`src/rtl/dmem_arb_pkg.sv`:
```
// Shared constants for the data-memory arbiter: the FSM state encoding and
// the default parameter values.
package dmem_arb_pkg;

    localparam int ADDR_W_DEF       = 9;
    localparam int STARVE_LIMIT_DEF = 8;

    typedef enum logic [1:0] {
        IDLE       = 2'd0,
        HOST_ISSUE = 2'd1,
        HOST_DONE  = 2'd2
    } arb_state_e;

endpackage

```
`src/rtl/sat_counter.sv`:
```
// Saturating up-counter with a synchronous clear; at_limit flags when the
// count has reached LIMIT.
module sat_counter #(
    parameter int WIDTH = 4,
    parameter int LIMIT = 8
) (
    input  logic             clk,
    input  logic             rst_n,
    input  logic             inc,
    input  logic             clr,
    output logic [WIDTH-1:0] count,
    output logic             at_limit
);

    localparam logic [WIDTH-1:0] LIM = WIDTH'(LIMIT);

    assign at_limit = (count == LIM);

    always_ff @(posedge clk) begin
        if (!rst_n) begin
            count <= '0;
        end else if (clr) begin
            count <= '0;
        end else if (inc && !at_limit) begin
            count <= count + WIDTH'(1);
        end
    end

endmodule

```
`src/rtl/dmem_arbiter.sv`:
```
// Shares the Dcache BRAM between the CPU MEM stage and a host interface.
// The CPU has priority; a waiting host is forced in after STARVE_LIMIT denials.
module dmem_arbiter
    import dmem_arb_pkg::*;
#(
    parameter int ADDR_W       = ADDR_W_DEF,
    parameter int STARVE_LIMIT = STARVE_LIMIT_DEF
) (
    input  logic              clk,
    input  logic              rst_n,
    input  logic              cpu_ren,
    input  logic              cpu_wen,
    input  logic [31:0]       cpu_addr,
    input  logic [31:0]       cpu_wdata,
    output logic [31:0]       cpu_rdata,
    output logic              cpu_stall,
    input  logic              host_req,
    input  logic              host_we,
    input  logic [ADDR_W-1:0] host_addr,
    input  logic [31:0]       host_wdata,
    output logic              host_ack,
    output logic [31:0]       host_rdata,
    output logic [ADDR_W-1:0] mem_addra,
    output logic              mem_ena,
    output logic [ADDR_W-1:0] mem_addrb,
    output logic              mem_enb,
    output logic              mem_web,
    output logic [31:0]       mem_dinb,
    input  logic [31:0]       mem_douta
);

    localparam int CNT_W = $clog2(STARVE_LIMIT + 1);

    arb_state_e        state;
    arb_state_e        state_nxt;
    logic [CNT_W-1:0]  starve_cnt;
    logic              starve_at_limit;
    logic              cpu_busy;
    logic              grant;
    logic [ADDR_W-1:0] cpu_word;
    logic              unused_bits;

    assign cpu_busy    = cpu_ren | cpu_wen;
    assign cpu_word    = cpu_addr[ADDR_W+1:2];
    assign cpu_rdata   = mem_douta;
    assign unused_bits = ^{cpu_addr[31:ADDR_W+2], cpu_addr[1:0], starve_cnt};

    // The grant cycle itself still serves the CPU; the host owns the ports
    // only in the following HOST_ISSUE cycle.
    assign grant = (state == IDLE) && host_req && (!cpu_busy || starve_at_limit);

    sat_counter #(
        .WIDTH (CNT_W),
        .LIMIT (STARVE_LIMIT)
    ) u_starve (
        .clk      (clk),
        .rst_n    (rst_n),
        .inc      ((state == IDLE) && host_req && !grant),
        .clr      (grant),
        .count    (starve_cnt),
        .at_limit (starve_at_limit)
    );

    always_ff @(posedge clk) begin
        if (!rst_n) begin
            state <= IDLE;
        end else begin
            state <= state_nxt;
        end
    end

    // BRAM output lands in HOST_DONE for a read issued in HOST_ISSUE.
    always_ff @(posedge clk) begin
        if (!rst_n) begin
            host_rdata <= '0;
        end else if (state == HOST_DONE && !host_we) begin
            host_rdata <= mem_douta;
        end
    end

    always_comb begin
        state_nxt = state;
        mem_addra = cpu_word;
        mem_addrb = cpu_word;
        mem_ena   = cpu_ren;
        mem_enb   = cpu_wen;
        mem_web   = cpu_wen;
        mem_dinb  = cpu_wdata;
        cpu_stall = 1'b0;
        host_ack  = 1'b0;
        case (state)
            IDLE: begin
                if (grant) begin
                    state_nxt = HOST_ISSUE;
                end
            end
            HOST_ISSUE: begin
                mem_addra = host_addr;
                mem_addrb = host_addr;
                mem_ena   = !host_we;
                mem_enb   = host_we;
                mem_web   = host_we;
                mem_dinb  = host_wdata;
                cpu_stall = cpu_busy;
                state_nxt = HOST_DONE;
            end
            HOST_DONE: begin
                host_ack  = 1'b1;
                state_nxt = IDLE;
            end
            default: begin
                state_nxt = IDLE;
            end
        endcase
        // Reset silences every strobe immediately, even mid host access.
        if (!rst_n) begin
            mem_ena   = 1'b0;
            mem_enb   = 1'b0;
            mem_web   = 1'b0;
            cpu_stall = 1'b0;
            host_ack  = 1'b0;
        end
    end

endmodule

```
`config.mk`:
```
export PLATFORM = sky130hd
export DESIGN_NAME = dmem_arbiter
export DESIGN_NICKNAME = d
export VERILOG_FILES = /design/src/rtl/dmem_arb_pkg.sv /design/src/rtl/sat_counter.sv /design/src/rtl/dmem_arbiter.sv
export SDC_FILE = /design/constraint.sdc
export NUM_CORES = 1
export LEC_CHECK = 0
export CORE_ASPECT_RATIO = 0.7
export CORE_MARGIN = 4
export CORE_UTILIZATION = 28
export CTS_BUF_LIST = sky130_fd_sc_hd__clkbuf_4
export CTS_CLUSTER_DIAMETER = 100
export DETAILED_ROUTE_END_ITERATION = 10
export GPL_TIMING_DRIVEN = 0
export PLACE_DENSITY = 0.93
export SLEW_MARGIN = 15
export SYNTH_ARGS = -nofsm -noshare
export SYNTH_HDL_FRONTEND = slang
export SYNTH_SLANG_ARGS = --single-unit
```
`constraint.sdc`:
```
create_clock -name clk -period 1.66 [get_ports clk]
set_input_delay 0.166 -clock clk [delete_from_list [all_inputs] [get_ports clk]]
set_output_delay 0.166 -clock clk [all_outputs]
set_load 0.02 [all_outputs]
```
==> results of run 1 <==
[power by group through the flow]
stage | clock network (W) | registers (W) | logic [W]
global placement | 0 | 0.000949 | 0.000977
detailed placement | 0 | 0.000950 | 0.000993
finish | 0.000466 | 0.000927 | 0.00108
global route | 0.000534 | 0.000929 | 0.00113
CTS | 0.000498 | 0.000927 | 0.00104
floorplan | 0 | 0.000955 | 0.000387
[worst paths after layout]
kind | start | endpoint | cells past startpoint
setup reg to reg | state[1] | u_starve.count[3] | 4
setup / recovery | state[1] | mem_addrb[6] | 5
hold reg to reg | host_rdata[16] | host_rdata[16] | 2
hold / removal | mem_douta[25] | host_rdata[25] | 3
[final cells by class]
type / count / area (um^2)
Clock inverter: 3 / 16.3
Sequential cell: 38 / 768
Inverter: 4 / 15.0
Clock buffer: 5 / 37.5
Timing Repair Buffer: 256 / 2540
Multi-Input combinational cell: 171 / 1230
Buffer: 58 / 454
Tap cell: 101 / 126
Fill cell: 629 / 2680
[state kept, by name, indices dropped and copies added, names as in the netlist]
signal          cells
u_starve.count      4
host_rdata         32
state               2
[through the flow]
step | setup slack [ps] | utilization, % | hold WS (ps)
after floorplan | 12.9 | - | 288
after global placement | -572 | 60.6 | 441
after detailed placement | -626 | 60.6 | 447
after CTS | -281 | 63.8 | 374
after global routing | -312 | 66.0 | 373
final | -235 | 66.0 | 402
[worst register-to-register path: stages, from the launching register on]
cell and delay [ps]:
dfxtp_4 360, buf_4 140, or3b_4 380, or4b_4 480, a31oi_1 170
[repair_timing]
action	in CTS	in global routing
pin swaps	2	4
resized for setup	341	51
gates cloned	3	1
setup endpoints to repair	85	86
buffers inserted	10	6
[routing by layer]
metal / track usage [%] / vias up
li1: - / 1394
met1: 21.8 / 1355
met2: 41.6 / 112
met3: 5.24 / 23
met4: 5.76 / 0
met5: 0 / -
[cell usage in the layout (no fill, tap or decap), types with 12 or more instances in the layout]
cell type,Yosys,routed
a21oi_1,35,35
dfxtp_1,38,36
mux2_2,41,12
buf_2,5,15
mux2_4,0,29
buf_6,1,58
nand2_1,67,67
clkdlybuf4s50_1,0,183
buf_4,42,45
[cells by family after synthesis]
family	Yosys count	synth area share [%]
AO/OA/AOI/OAI	39	9.02
adder cells (fa/ha/maj)	2	1.11
buffers and inverters	63	18.0
flip-flops	38	33.6
multiplexers	43	21.3
AND/OR/NAND/NOR	86	16.9
==> impl_metrics.ini, run 1 <==
[synth]
synth_common_cells = nand2_1, buf_4, mux2_2
synth_top_area_share_pct = 33.6
ys_types = 28
synth_top_flop_cell = dfxtp_1
synthCells = 271
synthesis.area_um2 = 2260
async_reset_ff_share_pct = 0
synth_nets = 416
ys_seq_area_share_pct = 33.6
synth_seq_cells = 38
yosysTopAreaCell = dfxtp_1
synth-edff-count = 0
synth.most_common_cell = nand2_1
syn_area_per_cell_um2 = 8.35
ys_top_cells_by_area = dfxtp_1, mux2_2, buf_4
ys_warn_count = 0

[timing]
worstMarginPinSlew_ps = 499
relSlewSlack_pct = 66.8
rsz0062_at_grt = true
final-max-slew-violation-count = 0
layout_setup_ws_ps = -235
setup_tns_ps = -7340
fmax_ghz = 0.528
skew_ps = 14.9
finalHoldViolations = 0
setup_viol = 54
fin_crit_ps = 1900
finalCritPeriodShare_pct = 114

[finish]
final_cells = 636
nNetsFinal = 679
fin_area_um2 = 5190
drive_gt1_share_pct = 35.0
syn_to_final_growth_pct = 130
antenna_cells = 0

[power]
p_int_w = 0.00174
p_per_area_nw_per_um2 = 477
seqPwrFrac_pct = 37.4
combPwrFrac_pct = 43.7
switching_power_w = 0.000738
clockPowerShare_pct = 18.8
p_sw_share_pct = 29.8
report.power.total_w = 0.00248
peakVddDrop_mv = 0.352
leakage_nw = 2.12

[detailed_routing]
route.met2.wl_mm = 6.21
ant_nets = 0
drt_iter0_drc = 93
dr.max_layer_used = met4
vias_per_cell = 4.53
routed_wl_mm = 11.1
m1WireLength_mm = 3.93
vias = 2884
drc = 0
wire_per_inst_um = 17.4
dr.pass1.iters = 4
route.met3.wl_um = 616

[clock_network]
tritoncts = yes
htreeDepth = 2
cts_sinks = 38
cts_root_buf = clkbuf_4
cts_buffer_depth = 2
clock_latency_ps = 340
ctsHoldBuffers = 0
clk_pin_slew_worst_paths_ps = 130
cts_inserted_buffers = 5

[worst_setup_path]
crit_family = buffers and inverters
timing.reg2reg.setup_slack_ps = 70
crit_path_frequent_cell = buf_4
end_kind = output pin
critPathSlowestCell = dfxtp_4
critPathMaxStageDelay_ps = 360
start_kind = flip-flop
worst_ep_required_time_ps = 1490
worst_ep_arrival_time_ps = 1730
crit_fanout = 5
worstPathCellList = and2b_4, buf_4, mux2_2, buf_4, buf_4
path_buf_inv = 3
worstSetupPathType = flip-flop to output pin

[global_routing]
overflow = 0
antenna_found_initial = 0
grt_pass1_wl_mm = 16.1
grt.total_usage_pct = 21.2
grt_pass1_vias = 3041
grt_max_degree = 13

[floorplanning]
rows = 27
start_util_pct = 28.7
fp.coreArea_um2 = 7870
dieHeight_um = 83.2
die_w_um = 115
dieArea_um2 = 9600
ioPinCount = 262

[placed_design]
place_inst = 610
dpl-instance-area_um2 = 4770
portBuffers = 238
globalplace.congestion = 0.831
dp_hpwl_mm = 8.78

[status]
status = finished, violations left
violations = negative setup slack

[min_path]
hold_path.class = input pin to flip-flop

[run]
cap_violations = 0
No activity file was read; power rests on OpenSTA's default activity.
==> run 2: changes to the inputs <==
--- a/config.mk
+++ b/config.mk
@@ -7,13 +7,14 @@
 export LEC_CHECK = 0
 export CORE_ASPECT_RATIO = 0.7
 export CORE_MARGIN = 4
-export CORE_UTILIZATION = 28
+export CORE_UTILIZATION = 32
 export CTS_BUF_LIST = sky130_fd_sc_hd__clkbuf_4
 export CTS_CLUSTER_DIAMETER = 100
 export DETAILED_ROUTE_END_ITERATION = 10
 export GPL_TIMING_DRIVEN = 0
-export PLACE_DENSITY = 0.93
+export PLACE_DENSITY = 0.94
 export SLEW_MARGIN = 15
 export SYNTH_ARGS = -nofsm -noshare
 export SYNTH_HDL_FRONTEND = slang
+export SYNTH_HIERARCHICAL = 1
 export SYNTH_SLANG_ARGS = --single-unit
==> run 2 against run 1 <==
Compared with the run above: the run still ends with negative setup slack left; wire length grew 5.8%; combinational power grew 6%; utilization grew 1.3 points; sequential power is essentially flat; register-to-register slack lost 40 ps; sequential cell count is the same; synthesized area grew 24%; design area grew 9.9%.
==> impl_metrics.ini, run 2 <==
[finish]
largest_register_ffs = 32
syn_to_final_growth_pct = 103
drive_gt1_share_pct = 46.0
top_regs = host_rdata x32, u_starve/count x4, state x2
layout_commonest_cell = clkdlybuf4s50_1
antenna_cells = 0
final_cell_mix = clkdlybuf4s50_1, buf_6, buf_4, mux2_4, nand2_1
final_cells = 653
nNetsFinal = 677
top_register = host_rdata

[power]
p_int_w = 0.00180
seqPwrFrac_pct = 36.3
p_per_area_nw_per_um2 = 448
p_sw_share_pct = 29.8
leakage_nw = 2.33
clockPowerShare_pct = 18.9
combPwrFrac_pct = 44.8
report.power.total_w = 0.00256
peakVddDrop_mv = 0.339
switching_power_w = 0.000762

[timing]
finalCritPeriodShare_pct = 116
worstMarginPinSlew_ps = 673
fin_crit_ps = 1930
hold_ws_ps = 400
fmax_ghz = 0.518
layout_setup_ws_ps = -269
setup_viol = 54
relSlewSlack_pct = 55.1
finalHoldViolations = 0
final-max-slew-violation-count = 0
rsz0062_at_grt = true
skew_ps = 15.9

[status]
violations = negative setup slack
status = finished, violations left

[worst_setup_path]
worst_ep_required_time_ps = 1490
path_buf_inv = 4
r2r-start = u_starve/count[0]
crit_fanout = 6
worstPathCellList = and2b_4, buf_12, buf_12, mux2_4, buf_6, buf_6
end_kind = output pin
regToRegEndpoint = u_starve/count[2]
rr_worst_depth = 8
start_kind = flip-flop
worst_ep_arrival_time_ps = 1760
timing.reg2reg.setup_slack_ps = 30
worstSetupPathType = flip-flop to output pin
crit_family = buffers and inverters
critPathSlowestCell = dfxtp_2
crit_cells = 6
critPathMaxStageDelay_ps = 340

[floorplanning]
ioPinCount = 262
start_util_pct = 33.1
dieHeight_um = 86.3
rows = 28
dieArea_um2 = 10400
die_w_um = 120
fp.coreArea_um2 = 8480

[detailed_routing]
m1WireLength_mm = 4.17
ant_nets = 0
routed_wl_mm = 11.7
route.met2.wl_mm = 6.16
dr.pass1.iters = 4
vias_per_cell = 4.45
drc = 0
vias = 2907
wire_per_inst_um = 17.9
route.met3.wl_mm = 1.18
drt_iter0_drc = 94
dr.max_layer_used = met4

[min_path]
holdPathEnd = host_rdata[3]
hold_path.class = input pin to flip-flop
hp-start = mem_douta[3]
min_path_cells = 3

[synth]
yosysTopAreaCell = dfxtp_1
synth_nets = 418
syn_area_per_cell_um2 = 10.3
synthesis.area_um2 = 2810
synth.most_common_cell = buf_4
synth_common_cells = buf_4, mux2_4, dfxtp_1
async_reset_ff_share_pct = 0
ys_types = 32
ys_seq_area_share_pct = 27.1
ys_warn_count = 6
synth_top_area_share_pct = 27.1
synth-edff-count = 0
ys_top_cells_by_area = dfxtp_1, mux2_4, buf_4
synth_top_flop_cell = dfxtp_1
synthCells = 273
synth_seq_cells = 38

[global_routing]
grt_pass1_vias = 3046
grt.total_usage_pct = 20.8
antenna_found_initial = 0
grt_max_degree = 12
overflow = 0
grt_pass1_wl_mm = 17.0

[placed_design]
dp_hpwl_mm = 9.20
pre_cts_ws_ps = -887
globalplace.congestion = 0.869
place_inst = 631
portBuffers = 238

[clock_network]
cts_sinks = 38
clk_pin_slew_worst_paths_ps = 120
tritoncts = yes
cts_root_buf = clkbuf_4
htreeDepth = 2
clock_latency_ps = 340
cts_buffer_depth = 2
cts_inserted_buffers = 5

[run]
cap_violations = 0
==> run 2: cell types whose count changed after synthesis, sizes merged, moves of 2 or more <==
cell    change
a21oi      -32
nand2      -32
clkbuf      -7
o21ai      +33
and2        +2
buf         +9
nand4       -3
nor3b       -2
nand3      +33
or3b        -2
==> run 2: stage by stage <==
stage	area, um^2	utilization [%]	TNS (ps)
6_report	5710	67.3	-10010
5_1_grt	5710	67.3	-13700
3_3_place_gp	5340	63.0	-19170
4_1_cts	5600	66.0	-11720
3_5_place_dp	5340	63.0	-21180
2_1_floorplan	2810	-	0
==> run 2: worst reg2reg max path, cell delays in order (launching register included) <==
cell and delay [ps]:
dfxtp_2 360, inv_1 70, ha_2 200, nand3b_4 90
inv_2 70, nor3_4 210, nand2_1 110, or3_1 340
a21oi_2 120
==> run 2: logic make-up (layout without fill, tap and decap cells) <==
kind of cell	Yosys count	in the layout	share of synthesized area, %
compound gates	38	38	10.8
xor+xnor	1	1	0.312
fa+ha+maj	2	2	0.892
buf+inv	66	326	18.1
flops	38	38	27.1
mux	43	43	22.5
simple gates	85	85	20.2
==> run 2: power groups by stage <==
stage / Clock [W] / Sequential (W) / Combinational, W
after global placement: 0 / 0.000948 / 0.00104
after detailed placement: 0 / 0.000949 / 0.00106
final: 0.000482 / 0.000929 / 0.00115
after floorplan: 0 / 0.000954 / 0.000455
after CTS: 0.000500 / 0.000928 / 0.00112
after global routing: 0.000552 / 0.000930 / 0.00119
==> run 2: repair_timing <==
action / 4_1_cts / 5_1_grt
gates cloned: 3 / 0
gates resized for setup: 333 / 22
endpoints found under the hold margin: 0 / 0
pin swaps: 1 / 2
setup endpoints to repair: 56 / 56
hold buffers: 0 / 0
setup buffers: 3 / 9
==> run 2: final cells by class <==
type,count,area (um^2)
buffer,61,579
clock buffer,6,45.0
clock inverter,2,8.76
fill,623,2770
inverter,5,18.8
multi-input combinational,169,1560
sequential,38,766
tap,120,150
timing repair buffer,252,2580
==> run 2: worst max-delay path by stage <==
stage | endpoint | slack, ps | from
5_1_grt | mem_addrb[1] | -330 | state[1]
2_1_floorplan | u_starve/count[2] | 70 | u_starve/count[0]
4_1_cts | mem_addrb[8] | -290 | state[1]
3_5_place_dp | mem_web | -890 | rst_n
6_report | mem_addrb[3] | -270 | state[1]
3_3_place_gp | mem_web | -850 | rst_n
==> run 2: metal layers <==
layer / global-route usage (%) / vias up
met3: 8.35 / 17
met5: 0 / -
met2: 38.8 / 132
met4: 4.78 / 0
met1: 22.3 / 1346
li1: - / 1412
==> run 3: changes to the inputs <==
--- a/config.mk
+++ b/config.mk
@@ -11,6 +11,7 @@
 export CTS_BUF_LIST = sky130_fd_sc_hd__clkbuf_4
 export CTS_CLUSTER_DIAMETER = 100
 export DETAILED_ROUTE_END_ITERATION = 10
+export GPL_ROUTABILITY_DRIVEN = 0
 export GPL_TIMING_DRIVEN = 0
 export PLACE_DENSITY = 0.94
 export SLEW_MARGIN = 15
==> results of run 3 <==
Final layout, timing and power as in run 2 (identical DEF).
